**src/rtl/multi_rect_renderer.sv**
```systemverilog
// multi_rect_renderer: overlays up to NUM_RECTS double-buffered rectangles onto a daisy-chained pixel stream, 2-cycle latency.
module multi_rect_renderer #(
  parameter int NUM_RECTS = 4,
  parameter int X_W = 11,
  parameter int Y_W = 12,
  parameter int COLOR_W = 32
) (
  input  logic               clk,
  input  logic               rst_n,
  input  logic               program_in,
  input  logic [X_W-1:0]     x,
  input  logic [Y_W-1:0]     y,
  input  logic [COLOR_W-1:0] data_in,
  output logic               program_out,
  output logic [X_W-1:0]     x_out,
  output logic [Y_W-1:0]     y_out,
  output logic [COLOR_W-1:0] data_out
);
  localparam int SLOT_W = NUM_RECTS > 1 ? $clog2(NUM_RECTS) : 1;
  localparam int NB = COLOR_W / 8;
  localparam logic [SLOT_W:0] NR = (SLOT_W + 1)'(NUM_RECTS);
  logic [X_W:0]     sh_xc [NUM_RECTS], sh_w [NUM_RECTS], ac_xc [NUM_RECTS], ac_w [NUM_RECTS], e_xc [NUM_RECTS], e_w [NUM_RECTS];
  logic [Y_W:0]     sh_yc [NUM_RECTS], sh_h [NUM_RECTS], ac_yc [NUM_RECTS], ac_h [NUM_RECTS], e_yc [NUM_RECTS], e_h [NUM_RECTS];
  logic [COLOR_W-1:0] sh_col [NUM_RECTS], ac_col [NUM_RECTS], e_col [NUM_RECTS];
  logic [1:0]       sh_ctl [NUM_RECTS], ac_ctl [NUM_RECTS], e_ctl [NUM_RECTS];
  logic             pending;
  logic [NUM_RECTS-1:0] hit, m1;
  logic [COLOR_W-1:0] sel_col, c1, d1, avg;
  logic             sel_blend, b1, p1;
  logic [X_W-1:0]   x1;
  logic [Y_W-1:0]   y1;
  logic [8:0]       bsum [NB];
  logic [2:0]       reg_id;
  logic [SLOT_W-1:0] slot;
  logic             addr_hit, slot_ok, commit_now;
  assign reg_id = y[2:0];
  assign slot = y[3 +: SLOT_W];
  assign slot_ok = {1'b0, slot} < NR;
  assign addr_hit = program_in && x == '0;
  assign commit_now = !program_in && x == '0 && y == '0 && pending;
  // The frame-start pixel itself must see the freshly committed shapes.
  always_comb begin
    hit = '0;
    sel_col = '0;
    sel_blend = 1'b0;
    for (int i = 0; i < NUM_RECTS; i++) begin
      e_xc[i] = commit_now ? sh_xc[i] : ac_xc[i];
      e_yc[i] = commit_now ? sh_yc[i] : ac_yc[i];
      e_w[i] = commit_now ? sh_w[i] : ac_w[i];
      e_h[i] = commit_now ? sh_h[i] : ac_h[i];
      e_col[i] = commit_now ? sh_col[i] : ac_col[i];
      e_ctl[i] = commit_now ? sh_ctl[i] : ac_ctl[i];
      hit[i] = !program_in && e_ctl[i][0]
        && {1'b0, x} >= e_xc[i] && {2'b0, x} < {1'b0, e_xc[i]} + {1'b0, e_w[i]}
        && {1'b0, y} >= e_yc[i] && {2'b0, y} < {1'b0, e_yc[i]} + {1'b0, e_h[i]};
      sel_col = hit[i] ? e_col[i] : sel_col;
      sel_blend = hit[i] ? e_ctl[i][1] : sel_blend;
    end
  end
  always_comb begin
    avg = '0;
    for (int b = 0; b < NB; b++) begin
      bsum[b] = {1'b0, c1[8*b +: 8]} + {1'b0, d1[8*b +: 8]};
      avg[8*b +: 8] = bsum[b][8:1];
    end
  end
  always_ff @(posedge clk or negedge rst_n) begin
    if (!rst_n) begin
      pending <= 1'b0;
      for (int i = 0; i < NUM_RECTS; i++) begin
        sh_xc[i] <= '0; sh_yc[i] <= '0; sh_w[i] <= '0; sh_h[i] <= '0; sh_col[i] <= '1; sh_ctl[i] <= '0;
        ac_xc[i] <= '0; ac_yc[i] <= '0; ac_w[i] <= '0; ac_h[i] <= '0; ac_col[i] <= '1; ac_ctl[i] <= '0;
      end
    end else if (addr_hit) begin
      if (reg_id == 3'd7) pending <= 1'b1;
      else if (slot_ok)
        case (reg_id)
          3'd0: sh_xc[slot] <= data_in[X_W:0];
          3'd1: sh_yc[slot] <= data_in[Y_W:0];
          3'd2: sh_w[slot] <= data_in[X_W:0];
          3'd3: sh_h[slot] <= data_in[Y_W:0];
          3'd4: sh_col[slot] <= data_in;
          3'd5: sh_ctl[slot] <= data_in[1:0];
          default: ;
        endcase
    end else if (commit_now) begin
      pending <= 1'b0;
      ac_xc <= sh_xc; ac_yc <= sh_yc; ac_w <= sh_w; ac_h <= sh_h; ac_col <= sh_col; ac_ctl <= sh_ctl;
    end
  end
  always_ff @(posedge clk or negedge rst_n) begin
    if (!rst_n) begin
      p1 <= 1'b0; x1 <= '0; y1 <= '0; d1 <= '0; m1 <= '0; c1 <= '0; b1 <= 1'b0;
      program_out <= 1'b0; x_out <= '0; y_out <= '0; data_out <= '0;
    end else begin
      p1 <= program_in;
      x1 <= program_in ? x - 1'b1 : x;
      y1 <= y;
      d1 <= data_in;
      m1 <= hit;
      c1 <= sel_col;
      b1 <= sel_blend;
      program_out <= p1;
      x_out <= x1;
      y_out <= y1;
      data_out <= |m1 ? (b1 ? avg : c1) : d1;
    end
  end
endmodule

```
**config.mk**
```make
export PLATFORM = sky130hd
export DESIGN_NAME = multi_rect_renderer
export DESIGN_NICKNAME = d
export VERILOG_FILES = /design/src/rtl/multi_rect_renderer.sv
export SDC_FILE = /design/constraint.sdc
export NUM_CORES = 2
export LEC_CHECK = 0
export CAP_MARGIN = 20
export CORE_ASPECT_RATIO = 0.75
export CORE_UTILIZATION = 55
export DETAILED_ROUTE_END_ITERATION = 8
export GPL_ROUTABILITY_DRIVEN = 0
export PLACE_DENSITY = 0.72
export SYNTH_ARGS = -nofsm -noshare
export SYNTH_HDL_FRONTEND = slang
export SYNTH_SLANG_ARGS = --single-unit
```
**constraint.sdc**
```tcl
create_clock -name clk -period 8.55 [get_ports clk]
set_clock_uncertainty 0.15 [all_clocks]
set_input_delay 1.2825 -clock clk [delete_from_list [all_inputs] [get_ports clk]]
set_output_delay 1.2825 -clock clk [all_outputs]
set_load 0.1 [all_outputs]
```
==> flow_summary.toml <==
[sta]
tns_ns = 0
period_needed_ns = 8.13
finalHoldViolCount = 0
grt_setup_unrepaired = "false"
finalSetupViolCount = 0
relSlewSlack_pct = 29.6
whs_ns = 0.196
worstMarginPinSlew_ns = 1.06
period_share_pct = 95.1
slew_viol_final = 0
max_freq_mhz = 123

[route]
routedWlPerCell_um = 20.0
drc_errors = 0
vias = 29600
wirelength_um = 105000
postRouteAntennaNets = 0
drt_iter0_drc = 2537
dr.pass1.iters = 7
vias_per_cell = 5.64

[finish]
nets = 4530
instances_no_fill = 5249
area_delta_synth_final_pct = 12.8
finish.utilization_pct = 62.7
drive_gt1_share_pct = 21.6

[synthesis]
ys_ff_latch = 822
synth_top_family_by_area = "simple AND/OR/NAND/NOR gates"
yosysSeqAreaShare_pct = 50.0
async_flop_share_pct = 100
synth_edf_count = 0
yosysWarnings = 0
synthesis.nets = 4409
netlist.area_leader.share_pct = 33.9
yosysUniqueCellTypes = 83
synth_largest_area_cell = "dfrtp_1"
synth_cells = 4037
synth_area_um2 = 41800
synthFlopType = "dfrtp_1"
synth-simple-area-share_pct = 15.8
synthAdderAreaFrac_pct = 9.62
synthMostInstantiatedCell = "nand2_1"
synth-compound-area-share_pct = 8.06
synth.avg_cell_area_um2 = 10.4
muxShareOfSynthArea_pct = 11.2
synth.top_cells.by_count = "1185 x nand2_1, 566 x dfrtp_1, 345 x mux2_2"
synth_area_leaders = "dfrtp_1 34%, dfstp_2 16%, nand2_1 11%, mux2_2 9.3%, ha_1 9.0%"
synthXorXnorAreaFrac_pct = 2.16

[clock_network]
root_buffer = "clkbuf_16"
cts_setup_buffers = 0
cts_max_level = 3
hold_buffers = 0
path_clk_slew_ns = 0.06
clockBufferDepth = 3
cts_tree = "yes"
cts_buffers = 83
clock_latency_ns = 0.65
clkSinkCount = 822
cts_resized = 0

[pwr]
vdd_drop_max_mv = 0.161
p_per_area_nw_per_um2 = 172
leakage_nw = 24.7

[floorplanning]
dieWidth_um = 320
dieArea_um2 = 77100
initial_utilization_pct = 55.6
rows = 87
ioPinCount = 114
core_um2 = 75200
die_h_um = 241

[worst_setup_path]
start_kind = "input port"
r2r-start = "pending"
crit_end = "c1[4]"
crit_required_ns = 8.90
crit_type = "input port to register"
critPathLaunch = "x[0]"
timing.rr.end = "c1[4]"
critPathArrivalTime_ns = 8.48
worst_setup_path_end_kind = "register"
crit_fanout = 23
ff2ff_setup_slack_ns = 1.48
reg2reg_depth = 25

[place]
hpwl_um = 68400
io_buffer_count = 113
dp_cells = 5093

[run]
maxCapViolCount = 0

[grt]
grt_first_pass_wirelength_um = 165000
first_global_vias = 28700
grt_antenna_before_repair = 7
grt_overflow = 0
grt_use_total_pct = 27.6
grt_start_max_net_pins = 181

[worst_hold_path]
hp-class = "register to register"
hp-start = "x1[1]"

[status]
status = "finished, final reports clean"
## per-stage QoR
stage / instance area, um^2 / power [mW] / setup slack [ns]
after CTS: 47100 / 8.17 / 0.572
after global placement: 44300 / 4.50 / 0.209
after floorplan: 41800 / 4.23 / 0.797
after detailed placement: 44300 / 4.51 / -0.114
after global routing: 47100 / 8.36 / 0.0298
final: 47100 / 8.10 / 0.417
## layout by cell type (no fill, tap or decap), types with 11 or more instances in the layout
cell / n
nor2b_1: 27
a21o_1: 59
mux2i_1: 77
fa_1: 12
clkbuf_8: 12
clkbuf_16: 86
o21a_1: 22
clkbuf_1: 20
inv_1: 176
nor2_1: 104
o21ai_0: 109
nand3b_1: 32
nor3_1: 26
a2111oi_0: 11
dfrtp_1: 566
a21oi_1: 121
nand2_1: 1182
buf_12: 12
ha_1: 302
nand4_1: 11
clkdlybuf4s50_1: 104
a221oi_2: 29
xnor2_1: 50
o21bai_1: 12
buf_4: 73
nand2b_1: 40
or3_1: 41
nand3_1: 23
mux2_2: 345
dfstp_2: 256
xor2_1: 53
a211oi_1: 22
clkinv_2: 14
## how the worst min path moves through the flow
stage	endpoint	slack [ns]	depth (start not counted)
detailed placement	y_out[3]	0.18	0
global placement	y_out[10]	0.18	0
finish	x_out[1]	0.20	0
floorplan	program_out	0.18	0
global route	x_out[1]	0.20	0
CTS	y_out[3]	0.20	0
## sequential cells by signal, indices dropped and copies added (netlist names), 4 cells and up
register and count:
ac_yc 52, d1 32, ac_h 52, x_out 11, sh_ctl 8, sh_col 128, sh_h 52, data_out 32
y1 12, m1 4, c1 32, y_out 12, ac_col 128, ac_xc 48, sh_yc 52, sh_w 48
sh_xc 48, x1 11, ac_w 48, ac_ctl 8
## cells by family after synthesis
group	Yosys count
AND/OR/NAND/NOR	1554
flip-flops	822
AO/OA/AOI/OAI	481
multiplexers	423
buffers and inverters	340
adder cells (fa/ha/maj)	314
XOR/XNOR	103
## cell type report
type	count	area (um^2)
Inverter	177	664
Antenna cell	1	2.50
Multi-Input combinational cell	2875	19700
Sequential cell	822	20900
Fill cell	5992	28100
Timing Repair Buffer	199	1900
Tap cell	1023	1280
Clock inverter	34	340
Clock buffer	118	2390
## critical path, cell delays in order
cell             delay (ns)
clkdlybuf4s50_1        0.57
inv_1                  0.16
ha_1                   0.17
nor3b_1                0.29
nand3_1                0.29
or2_4                  0.46
nand2_1                0.13
nand2_1                0.09
ha_1                   0.24
fa_1                   0.43
a211oi_1               0.34
o21ai_0                0.13
a31oi_1                0.24
inv_1                  0.08
a21o_1                 0.18
a21oi_1                0.17
xor2_1                 0.09
ha_1                   0.28
o21ai_0                0.09
a2111oi_0              0.55
nand4b_1               0.15
a41oi_1                0.17
o21ai_0                0.10
o311ai_1               0.31
o22ai_1                0.23
nor2_4                 0.66
buf_4                  0.45
a221oi_2               0.10
## where the power goes
part / internal [mW] / switching (mW) / leakage, nW
clock network: 2.09 / 1.57 / 1.33
registers: 3.93 / 0.0143 / 10.3
logic: 0.129 / 0.374 / 13.1
total: 6.14 / 1.96 / 24.7
## routing by layer
metal | wire, um | track usage (%) | vias to the layer above
met5 | 0 | 0 | -
li1 | - | - | 13900
met4 | 2310 | 6.54 | 0
met3 | 6650 | 5.19 | 145
met1 | 50700 | 41.8 | 14700
met2 | 45100 | 40.7 | 776
Note: power is estimated with default switching activity, not from simulation.
